$ cat config.mk
export PLATFORM = sky130hd
export DESIGN_NAME = rs_entry_alloc_flat
export DESIGN_NICKNAME = d
export VERILOG_FILES = /design/src/rtl/rs_entry_alloc_if.sv /design/src/rtl/rs_entry_alloc.sv /design/src/flat_wrapper.sv
export SDC_FILE = /design/constraint.sdc
export NUM_CORES = 1
export LEC_CHECK = 0
export BUFFER_PORTS_ARGS = -buffer_cell sky130_fd_sc_hd__clkbuf_2
export CORE_ASPECT_RATIO = 1.4
export CORE_MARGIN = 4
export CORE_UTILIZATION = 45
export DETAILED_ROUTE_END_ITERATION = 6
export GPL_TIMING_DRIVEN = 1
export PLACE_DENSITY = 0.88
export SETUP_SLACK_MARGIN = 0.1
export SLEW_MARGIN = 20
export SYNTH_ARGS = -nofsm -noshare
export SYNTH_HDL_FRONTEND = slang
export SYNTH_SLANG_ARGS = --single-unit
export TNS_END_PERCENT = 100
$ cat constraint.sdc
create_clock -name clock -period 6.86 [get_ports clock]
set_clock_uncertainty 0.1 [all_clocks]
set_input_delay 1.372 -clock clock [delete_from_list [all_inputs] [get_ports clock]]
set_output_delay 1.372 -clock clock [all_outputs]
set_load 0.01 [all_outputs]
$ cat src/rtl/rs_entry_alloc_if.sv
// Dispatch-side bundle for the RS entry-allocation tracker: the allocation
// request, psel_gen grants, entry release, and occupancy status.
interface rs_entry_alloc_if #(
  parameter int REQS  = 4,
  parameter int WIDTH = 8
);
  localparam int IDX = $clog2(WIDTH);
  localparam int NW  = $clog2(REQS+1);
  localparam int CW  = $clog2(WIDTH+1);

  logic                  alloc_valid;
  logic [NW-1:0]         alloc_num;
  logic [WIDTH-1:0]      free_vec;
  logic                  flush;
  logic [WIDTH*REQS-1:0] psel_gnt_bus;
  logic [WIDTH-1:0]      psel_req;
  logic                  alloc_ok;
  logic [REQS*IDX-1:0]   alloc_idx;
  logic [REQS-1:0]       alloc_idx_valid;
  logic [WIDTH-1:0]      busy;
  logic [CW-1:0]         free_count;
  logic                  full;

  modport master (
    output alloc_valid, alloc_num, free_vec, flush, psel_gnt_bus,
    input  psel_req, alloc_ok, alloc_idx, alloc_idx_valid, busy, free_count, full
  );
  modport slave (
    input  alloc_valid, alloc_num, free_vec, flush, psel_gnt_bus,
    output psel_req, alloc_ok, alloc_idx, alloc_idx_valid, busy, free_count, full
  );
endinterface

$ cat src/rtl/rs_entry_alloc.sv
// Reservation-station entry allocator: busy bits feed psel_gen, its per-slot
// one-hot grants are committed all-or-nothing, entries release on issue/flush.
module rs_slot #(
  parameter int WIDTH = 8,
  parameter int IDX   = 3
) (
  input  logic             en,
  input  logic [WIDTH-1:0] gnt,
  output logic [IDX-1:0]   idx,
  output logic             vld,
  output logic [WIDTH-1:0] mask
);
  // OR-encode is exact for a one-hot slice and yields 0 for an empty one
  always_comb begin
    idx = '0;
    for (int i = 0; i < WIDTH; i++)
      if (gnt[i]) idx = idx | IDX'(i);
  end

  assign vld  = en & (|gnt);
  assign mask = en ? gnt : '0;
endmodule

module rs_entry_alloc #(
  parameter int REQS  = 4,
  parameter int WIDTH = 8
) (
  input logic          clock,
  input logic          reset,
  rs_entry_alloc_if.slave bus
);
  localparam int IDX = $clog2(WIDTH);
  localparam int CW  = $clog2(WIDTH+1);

  logic [WIDTH-1:0]            busy_q, busy_nxt, alloc_mask;
  logic [CW-1:0]               free_q, free_nxt;
  logic                        full_q, ok;
  logic [REQS-1:0][WIDTH-1:0]  gnt, mask;
  logic [REQS-1:0][IDX-1:0]    idx;
  logic [REQS-1:0]             en, vld;

  assign gnt = bus.psel_gnt_bus;

  assign ok = bus.alloc_valid & (int'(bus.alloc_num) <= REQS) &
              (int'(bus.alloc_num) <= int'(free_q)) & ~bus.flush;

  for (genvar k = 0; k < REQS; k++) begin : g_slot
    assign en[k] = ok & (k < int'(bus.alloc_num));
    rs_slot #(.WIDTH(WIDTH), .IDX(IDX)) u_slot (
      .en   (en[k]),
      .gnt  (gnt[k]),
      .idx  (idx[k]),
      .vld  (vld[k]),
      .mask (mask[k])
    );
  end

  always_comb begin
    alloc_mask = '0;
    for (int k = 0; k < REQS; k++) alloc_mask = alloc_mask | mask[k];
  end

  // Flush wins over same-cycle free and alloc
  assign busy_nxt = bus.flush ? '0 : ((busy_q & ~bus.free_vec) | alloc_mask);

  always_comb begin
    free_nxt = '0;
    for (int i = 0; i < WIDTH; i++)
      if (!busy_nxt[i]) free_nxt = free_nxt + CW'(1);
  end

  always_ff @(posedge clock or negedge reset) begin
    if (!reset) begin
      busy_q <= '0;
      free_q <= CW'(WIDTH);
      full_q <= 1'b0;
    end else begin
      busy_q <= busy_nxt;
      free_q <= free_nxt;
      full_q <= (free_nxt == '0);
    end
  end

  // psel_gen must never grant an entry that is still occupied
  a_gnt_busy: assert property (@(posedge clock) disable iff (!reset)
    (alloc_mask & busy_q) == '0);

  assign bus.psel_req        = ~busy_q;
  assign bus.alloc_ok        = ok;
  assign bus.alloc_idx       = idx;
  assign bus.alloc_idx_valid = vld;
  assign bus.busy            = busy_q;
  assign bus.free_count      = free_q;
  assign bus.full            = full_q;
endmodule

$ cat src/flat_wrapper.sv
// flat-port wrapper written by rule: the top's interface ports become plain ports
module rs_entry_alloc_flat 
#(
  parameter int REQS  = 4,
  parameter int WIDTH = 8
)
  (clock, reset, bus_alloc_valid, bus_alloc_num, bus_free_vec, bus_flush, bus_psel_gnt_bus, bus_psel_req, bus_alloc_ok, bus_alloc_idx, bus_alloc_idx_valid, bus_busy, bus_free_count, bus_full);
  rs_entry_alloc_if #(.REQS(REQS), .WIDTH(WIDTH)) bus_i ();
  input logic clock;
  input logic reset;
  input wire logic [$bits(bus_i.alloc_valid)-1:0] bus_alloc_valid;
  input wire logic [$bits(bus_i.alloc_num)-1:0] bus_alloc_num;
  input wire logic [$bits(bus_i.free_vec)-1:0] bus_free_vec;
  input wire logic [$bits(bus_i.flush)-1:0] bus_flush;
  input wire logic [$bits(bus_i.psel_gnt_bus)-1:0] bus_psel_gnt_bus;
  output wire logic [$bits(bus_i.psel_req)-1:0] bus_psel_req;
  output wire logic [$bits(bus_i.alloc_ok)-1:0] bus_alloc_ok;
  output wire logic [$bits(bus_i.alloc_idx)-1:0] bus_alloc_idx;
  output wire logic [$bits(bus_i.alloc_idx_valid)-1:0] bus_alloc_idx_valid;
  output wire logic [$bits(bus_i.busy)-1:0] bus_busy;
  output wire logic [$bits(bus_i.free_count)-1:0] bus_free_count;
  output wire logic [$bits(bus_i.full)-1:0] bus_full;
  assign bus_i.alloc_valid = bus_alloc_valid;
  assign bus_i.alloc_num = bus_alloc_num;
  assign bus_i.free_vec = bus_free_vec;
  assign bus_i.flush = bus_flush;
  assign bus_i.psel_gnt_bus = bus_psel_gnt_bus;
  assign bus_psel_req = bus_i.psel_req;
  assign bus_alloc_ok = bus_i.alloc_ok;
  assign bus_alloc_idx = bus_i.alloc_idx;
  assign bus_alloc_idx_valid = bus_i.alloc_idx_valid;
  assign bus_busy = bus_i.busy;
  assign bus_free_count = bus_i.free_count;
  assign bus_full = bus_i.full;
  rs_entry_alloc #(.REQS(REQS), .WIDTH(WIDTH)) u_core (.clock(clock), .reset(reset), .bus(bus_i));
endmodule
==> run summary, run 1 <==
final hold vios: 0
Std-Cell Rows: 25
CTS H-tree lvls: 1
Slew Viols, Final: 0
met1 usage: 23.36%
vias in the first global route: 1938
Slew @ Worst Pin: 548.0 ps
global-route wire length before repair: 8625 um
cell count after synthesis: 211
grt total ovfl: 0
GPL Wtd Cong: 1.074
Reg-to-Reg Start: u_core.bus.free_count[2]
Initial DRC Count: 219
Vias: 2067
GR Util met3: 4.531%
hold wc startpoint: u_core.bus.busy[7]
Synth async-reset ratio: 100.0%
Bufs on Longest Clock Path: 2
Worst path max stage delay: 480 ps
grt peak-use layer: met2
EDFF count, synth: 0
GRT Total Usage: 23.83%
die width: 59.14 um
CTS sink cnt: 13
crit path max fanout: 13
routed wire length: 5804 um
cell family with most CP delay: adder cells
Avg Cell Area, Syn: 7.810 sq um
CTS tree: built
Leakage: 1.056 nW
Clk pin slew, worst setup/hold paths: 50 ps
die outline area: 4708 sq um
insertion delay of the later-clocked pin in the worst-skew pair: 250 ps
starting density of the core: 47.89%
status: finished clean
root buf cell: clkbuf_8
# setup viols final: 0
CTS Buf Count: 3
# diodes: 0
syn_nets: 267
Max Clk Rate: 158.1 MHz
post-layout util: 62.69%
First-pass DRT Iterations: 4
fin crit period: 6327 ps
Hold Path Class: reg -> reg
Layout area overhead: 30.90%
Pwr Density: 341.5 nW/um^2
crit path kind: in -> reg
share of post-route cells with drive strength above 1: 35.96%
CP dominant cell by count: ha_1
TNS Setup: 0 ps
Main synth FF type: dfrtp_1
Max Cap Viol: 0
crit path launch type: input pin
#FFs+latches synth: 13
DRC viols: 0
Filler Cell Count: 309
RSZ-0062 raised after global routing: false
Die Ht: 79.60 um
Slowest-stage cell, CP: xnor3_1
relative slew slack: 63.39%
largest net degree at the start of global routing: 21
buffers added on ports: 84
hpwl dp: 4717 um
M2 GR Usage: 43.36%
Critical Path RT: 6910 ps
Synth warnings: 0
io pins: 85
initial antenna violation count: 0
Std-Cell Core Area: 3441 sq um
synth unique cells: 54
final net count: 349
crit end category: flip-flop
DR WL/cell: 17.48 um
DR vias/cell: 6.226
Critical Path AT: 6380 ps
register area share after synthesis: 19.82%
Hold-fix buffers, CTS: 0
antenna-violating nets left: 0
Peak VDD IR: 0.2871 mV
Final Cycle Share: 92.23%
Design Power: 0.7367 mW
crit path from: bus_alloc_num[0]
synthesized area: 1648 sq um
Crit path buffers/inverters: 4
[flip-flops by register name (all words and copies together) (netlist names)]
register               count
u_core.bus.busy            8
u_core.bus.free_count      4
u_core.bus.full            1
[what timing repair did]
action,CTS,global route
endpoints found under the setup margin,0,2
buffers inserted,0,1
gates resized for setup,0,5
[where the power goes]
group | internal (mW) | total (mW) | switching, mW
registers | 0.104 | 0.115 | 0.0113
logic | 0.272 | 0.553 | 0.281
clock network | 0.0410 | 0.0688 | 0.0278
[layout by cell type, fill, tap and decap left out, types with 2 or more instances in the layout]
| cell | count |
|---|---|
| a211o_1 | 3 |
| a211oi_1 | 11 |
| a21oi_1 | 11 |
| a2bb2oi_1 | 2 |
| a31oi_1 | 3 |
| and2_1 | 2 |
| buf_4 | 4 |
| clkbuf_2 | 84 |
| clkbuf_8 | 3 |
| dfrtp_1 | 12 |
| ha_1 | 9 |
| inv_1 | 16 |
| inv_2 | 2 |
| nand2_1 | 11 |
| nand2b_1 | 3 |
| nand4_1 | 3 |
| nor2_1 | 24 |
| nor2b_1 | 2 |
| nor3_1 | 4 |
| o21ai_0 | 14 |
| o21bai_1 | 2 |
| o22ai_1 | 4 |
| or3_1 | 3 |
| or4_1 | 16 |
| xnor2_1 | 10 |
| xnor3_1 | 3 |
[routing by layer]
layer  wire [um]  vias up
met5           0        -
met4         334        0
met3         610       29
met2        2974      143
met1        1885      947
li1            -      948
[area by class of cell]
class / instances / area (sq um) / area share, %
clock buffer: 4 / 45.04 / 2.088
inverter: 18 / 67.56 / 3.132
multi-input combinational: 169 / 1217 / 56.44
sequential: 13 / 326.6 / 15.14
tap: 40 / 50.05 / 2.320
timing repair buffer: 88 / 450.4 / 20.88
[cells in the mapped netlist, drive strengths merged (7+ instances only)]
cell	count	area share, %
nand2	11	2.5
o21ai	15	4.6
nor2	25	5.8
dfrtp	12	18
ha	9	6.8
a21oi	12	3.6
inv	18	4.1
or4	16	7.3
xnor2	10	5.3
buf	7	3.1
a211oi	11	5.0
[cell families (layout without fill, tap and decap cells)]
family          after synthesis  count (layout)  synth area share, %
mux                           1               1               0.6833
simple gates                 77              77                25.67
compound gates               66              66                26.96
buf+inv                      29             110                8.125
xor+xnor                     16              16                11.92
flops                        13              13                19.82
fa+ha+maj                     9               9                6.834
[final timing paths]
path | end | slack, ps | cells after the start
min in group asynchronous | u_core.bus.busy[3] | 920 | 1
worst min-delay path | u_core.bus.busy[7] | 680 | 3
max in group asynchronous | u_core.bus.free_count[3] | 5440 | 1
worst max register to register | u_core.bus.full | 1560 | 25
worst min register to register | u_core.bus.busy[7] | 680 | 3
worst max-delay path | u_core.bus.full | 530 | 25
[through the flow]
step	cells	hold WS, ps	area [sq um]	setup WS, ps
final	332	680.6	2157	533.3
after global routing	332	706.3	2157	70.27
after CTS	331	639.0	2120	383.5
after detailed placement	327	633.4	2074	199.7
after global placement	327	616.6	2074	520.6
after floorplan	211	596.9	1648	815.0
[worst min-delay path, delay by kind of cell (launching register included)]
kind | cells | cell delay [ps]
flops | 1 | 370
simple gates | 1 | 110
compound gates | 1 | 160
buf+inv | 1 | 70
Note: power is estimated with default switching activity, not from simulation.
==> run 2, diff against run 1 <==
Settings changed: GPL_TIMING_DRIVEN 1 to 0, SKIP_CTS_REPAIR_TIMING set to 1, SLEW_MARGIN 20 to unset.
==> run summary, run 2 (synthesis results as in run 1) <==
status: finished clean
Bufs on Longest Clock Path: 2
Std-Cell Rows: 25
die width: 59.14 um
root buf cell: clkbuf_8
crit end category: flip-flop
Critical Path RT: 6920 ps
Largest register FFs: 8
DR WL/cell: 16.11 um
CP dominant cell by count: ha_1
M2 GR Usage: 42.59%
Clk pin slew, worst setup/hold paths: 50 ps
Peak VDD IR: 0.4245 mV
FF-to-FF path depth: 23
fin crit period: 6413 ps
CTS Buf Count: 3
buffers added on ports: 83
Final Cycle Share: 93.49%
Hold Path Stages: 3
Std-Cell Core Area: 3441 sq um
Layout area overhead: 33.87%
# diodes: 0
crit path launch type: input pin
most frequent cells in the layout: 83 x clkbuf_2, 24 x nor2_1, 16 x inv_1, 16 x or4_1, 14 x o21ai_0
hpwl dp: 4567 um
grt total ovfl: 0
GPL Wtd Cong: 0.9993
share of post-route cells with drive strength above 1: 36.91%
hold wc startpoint: u_core.bus.busy[7]
die outline area: 4708 sq um
leading cell type in the layout, fill and taps excluded: clkbuf_2
Max Cap Viol: 0
crit path kind: in -> reg
GRT Total Usage: 22.50%
Hold Path Class: reg -> reg
Max Clk Rate: 155.9 MHz
CTS tree: built
met1 usage: 21.41%
Hold EP: u_core.bus.busy[7]
Crit path buffers/inverters: 5
GR Util met3: 2.751%
insertion delay of the later-clocked pin in the worst-skew pair: 250 ps
# setup viols final: 0
relative slew slack: 65.02%
CTS sink cnt: 13
worst hold slack: 662.2 ps
grt peak-use layer: met2
Slew @ Worst Pin: 524.7 ps
CTS H-tree lvls: 1
Reg-to-Reg Start: u_core.bus.free_count[2]
Worst path max stage delay: 430 ps
DRC viols: 0
final net count: 355
global-route wire length before repair: 8086 um
initial antenna violation count: 0
cell family with most CP delay: adder cells
RSZ-0062 raised after global routing: false
Reg2Reg Setup Slack: 1470 ps
First-pass DRT Iterations: 4
vias in the first global route: 1835
Die Ht: 79.60 um
Critical Path AT: 6470 ps
DR vias/cell: 5.843
Pwr Density: 331.3 nW/um^2
FF-to-FF End: u_core.bus.full
io pins: 85
Leakage: 1.080 nW
Initial DRC Count: 110
Vias: 1975
Slowest-stage cell, CP: ha_2
antenna-violating nets left: 0
Slew Viols, Final: 0
largest net degree at the start of global routing: 14
crit path max fanout: 10
final hold vios: 0
routed wire length: 5444 um
TNS Setup: 0 ps
starting density of the core: 47.89%
cells along the critical path: clkbuf_2, buf_2, inv_1, ha_1, a31oi_4, a21o_4, inv_2, a21oi_1, nor2_1, ha_2, xor2_2, inv_1, ha_1, nor2_1, nor2_1, ha_1, nand2_1, o21ai_0, ha_1, xor3_1, a211o_1, a221oi_2, xnor3_1, nor4_2
run 2: report_power, final:
group | internal, mW | leakage [nW] | switching (mW) | total, mW
logic | 0.264 | 0.885 | 0.283 | 0.547
registers | 0.104 | 0.169 | 0.0109 | 0.114
clock network | 0.0402 | 0.0255 | 0.0291 | 0.0693
total | 0.408 | 1.08 | 0.323 | 0.731
run 2: how the worst max path moves through the flow:
stage	startpoint	to	slack [ps]	cells after the start
after floorplan	bus_alloc_num[0]	u_core.bus.full	810	23
after global placement	bus_alloc_num[0]	u_core.bus.full	120	24
after detailed placement	bus_alloc_num[0]	u_core.bus.full	8	24
after CTS	bus_alloc_num[0]	u_core.bus.full	220	24
after global routing	bus_alloc_num[0]	u_core.bus.full	140	27
final	bus_alloc_num[0]	u_core.bus.full	450	24
run 2: per-layer routing:
layer | routed length [um] | vias to the layer above | part of all wire, %
li1 | - | 959 | -
met4 | 263 | 0 | 4.8
met3 | 481 | 21 | 8.8
met1 | 1862 | 902 | 34
met2 | 2836 | 93 | 52
met5 | 0 | - | 0
run 2: worst min-delay path: stages (launching register included):
cell and delay (ps):
dfrtp_1 370, inv_1 80, o22a_1 170, nor2_1 90
run 2: per-stage QoR:
step                utilization, %  power, mW  setup slack (ps)  cells  area (sq um)
CTS                          62.76     0.6980             222.1    338          2160
global route                 64.11     0.7877             135.8    338          2206
finish                       64.11     0.7308             446.7    338          2206
floorplan                        -     0.5005             815.0    211          1648
global placement             61.42     0.6067             115.7    334          2113
detailed placement           61.42     0.6242             7.757    334          2113
run 2: area by class of cell:
type | count | area [sq um]
Buffer | 11 | 66.31
Clock buffer | 3 | 41.29
Clock inverter | 1 | 5.005
Fill cell | 323 | 1235
Inverter | 18 | 67.56
Multi-Input combinational cell | 169 | 1234
Sequential cell | 13 | 326.6
Tap cell | 40 | 50.05
Timing Repair Buffer | 83 | 415.4
==> run 3, diff against run 2 <==
Settings changed: PLACE_DENSITY 0.88 to 0.86, SYNTH_HIERARCHICAL set to 1.
==> run summary, run 3 <==
Clk pin slew, worst setup/hold paths: 60 ps
Std-Cell Rows: 26
First-pass DRT Iterations: 5
Avg Cell Area, Syn: 8.161 sq um
Largest register FFs: 8
Std-Cell Core Area: 3741 sq um
crit path launch type: input pin
Crit path buffers/inverters: 3
Yosys top cell by area: dfrtp_1
antenna-violating nets left: 0
Slew @ Worst Pin: 553.3 ps
# setup viols final: 0
Initial DRC Count: 155
vias in the first global route: 1924
hpwl dp: 4460 um
CTS sink cnt: 13
GRT Total Usage: 20.71%
Layout area overhead: 39.86%
syn_nets: 277
buffers added on ports: 83
cell count after synthesis: 220
cell family with most CP delay: simple AND/OR/NAND/NOR gates
CTS tree: built
Hold Path Stages: 2
most frequent cells in the layout: 82 x clkbuf_2, 27 x and2_1, 17 x inv_1, 12 x dfrtp_1, 10 x buf_4
die outline area: 5079 sq um
grt total ovfl: 0
Final Cycle Share: 96.24%
crit path max fanout: 9
synthesized area: 1795 sq um
Pwr Density: 381.6 nW/um^2
Hold Path Class: reg -> reg
Worst path max stage delay: 310 ps
root buf cell: clkbuf_8
area fraction of the dominant cell type after synthesis: 16.72%
DR WL/cell: 16.18 um
Filler Cell Count: 301
DRC viols: 0
crit end category: flip-flop
die width: 61.39 um
GPL Wtd Cong: 0.8913
register area share after synthesis: 18.19%
CTS H-tree lvls: 1
Die Ht: 82.74 um
io pins: 85
FF-to-FF path depth: 30
Synth warnings: 6
#FFs+latches synth: 13
share of post-route cells with drive strength above 1: 46.37%
Critical Path AT: 6620 ps
top cells by area, synth: dfrtp_1 17%, and2_1 10%, ha_1 7.0%
global-route wire length before repair: 8059 um
Vias: 2126
DR vias/cell: 5.922
DP Area: 2270 sq um
initial antenna violation count: 0
Bufs on Longest Clock Path: 2
Layout Cells excl Fill: 359
Slowest-stage cell, CP: nor4_2
top-count cell post-synth: and2_1
Peak VDD IR: 0.2970 mV
placed cell count: 345
CTS Buf Count: 3
status: finished clean
post-layout util: 67.12%
synth unique cells: 57
fin crit period: 6602 ps
routed wire length: 5807 um
starting density of the core: 47.99%
RSZ-0062 raised after global routing: false
Max Clk Rate: 151.5 MHz
largest net degree at the start of global routing: 14
final net count: 375
Critical Path RT: 6880 ps
Main synth FF type: dfrtp_1
relative slew slack: 62.77%
crit path kind: in -> reg
# diodes: 0
synth cell count leaders: 30 x and2_1, 17 x inv_1, 12 x dfrtp_1, 11 x nor2_1, 10 x ha_1
leading cell type in the layout, fill and taps excluded: clkbuf_2
insertion delay of the later-clocked pin in the worst-skew pair: 240 ps
WP depth: 30
EDFF count, synth: 0
Leakage: 1.197 nW
Slew Viols, Final: 0
Synth async-reset ratio: 100.0%
Design Power: 0.9583 mW
Final Cell Area: 2511 sq um
final hold vios: 0
Max Cap Viol: 0
[run 3: cell count changes in the layout (fill, tap and decap cells not counted), moves of 5 or more]
cell / change
and2_1: +25
nor2_1: -16
buf_4: +6
a211oi_1: -10
o21ai_0: -11
or4_2: +8
nor4_1: +5
or4_1: -11
or4_4: +6
[run 3: metrics by stage]
stage | setup WS [ps] | TNS (ps) | hold slack (ps)
floorplan | 210.3 | 0 | 553.3
global placement | -365.3 | -517.2 | 542.8
detailed placement | -471.9 | -962.1 | 542.9
CTS | -240.4 | -240.4 | 552.6
global route | 17.24 | 0 | 628.3
finish | 257.9 | 0 | 579.6
[run 3: report_power, final]
part / switching [mW] / internal, mW / total [mW]
Clock: 0.0274 / 0.0410 / 0.0684
Combinational: 0.391 / 0.382 / 0.773
Sequential: 0.0112 / 0.106 / 0.117
[run 3: final cells by class]
| type | count | area, sq um | share of cell area, % |
|---|---|---|---|
| Buffer | 4 | 23.77 | 0.9467 |
| Clock buffer | 4 | 45.04 | 1.794 |
| Inverter | 19 | 71.32 | 2.840 |
| Multi-Input combinational cell | 185 | 1506 | 59.99 |
| Sequential cell | 13 | 326.6 | 13.00 |
| Tap cell | 42 | 52.55 | 2.093 |
| Timing Repair Buffer | 92 | 485.5 | 19.33 |
[run 3: per-layer routing]
| metal | wire, um | share of wire [%] | GRT usage, % | vias up |
|---|---|---|---|---|
| met2 | 3175 | 55 | 40.47 | 117 |
| met5 | 0 | 0 | 0 | - |
| met4 | 155 | 2.7 | 11.25 | 0 |
| met1 | 2003 | 34 | 20.85 | 996 |
| li1 | - | - | - | 1001 |
| met3 | 472 | 8.1 | 1.089 | 12 |
[run 3: worst reg2reg max path, delay by kind of cell (launching register included)]
kind	cells	cell delay [ps]
buffers and inverters	3	310
adders and majority gates	5	1250
DFF	1	340
and+or+nand+nor	9	1290
AOI/OAI and AO/OA	7	980
xor gates and xnor gates	3	550
muxes	3	780
[run 3: path summary, 6_finish.rpt]
kind | to | slack (ps) | from
max | u_core/bus.full | 260 | bus_alloc_num[1]
min | u_core/bus.busy[1] | 580 | u_core/bus.busy[1]
max reg2reg | u_core/bus.full | 1130 | u_core/bus.free_count[1]
min reg2reg | u_core/bus.busy[1] | 580 | u_core/bus.busy[1]
max in group asynchronous | u_core/bus.free_count[3] | 5440 | reset
min in group asynchronous | u_core/bus.busy[0] | 910 | reset
[run 3: kinds of logic after synthesis]
group	after synthesis	synth area share, %
buffers and inverters	23	5.226
muxes	7	4.111
AOI/OAI and AO/OA	43	16.93
DFF	13	18.19
and+or+nand+nor	110	40.56
adders and majority gates	10	6.969
xor gates and xnor gates	14	8.014
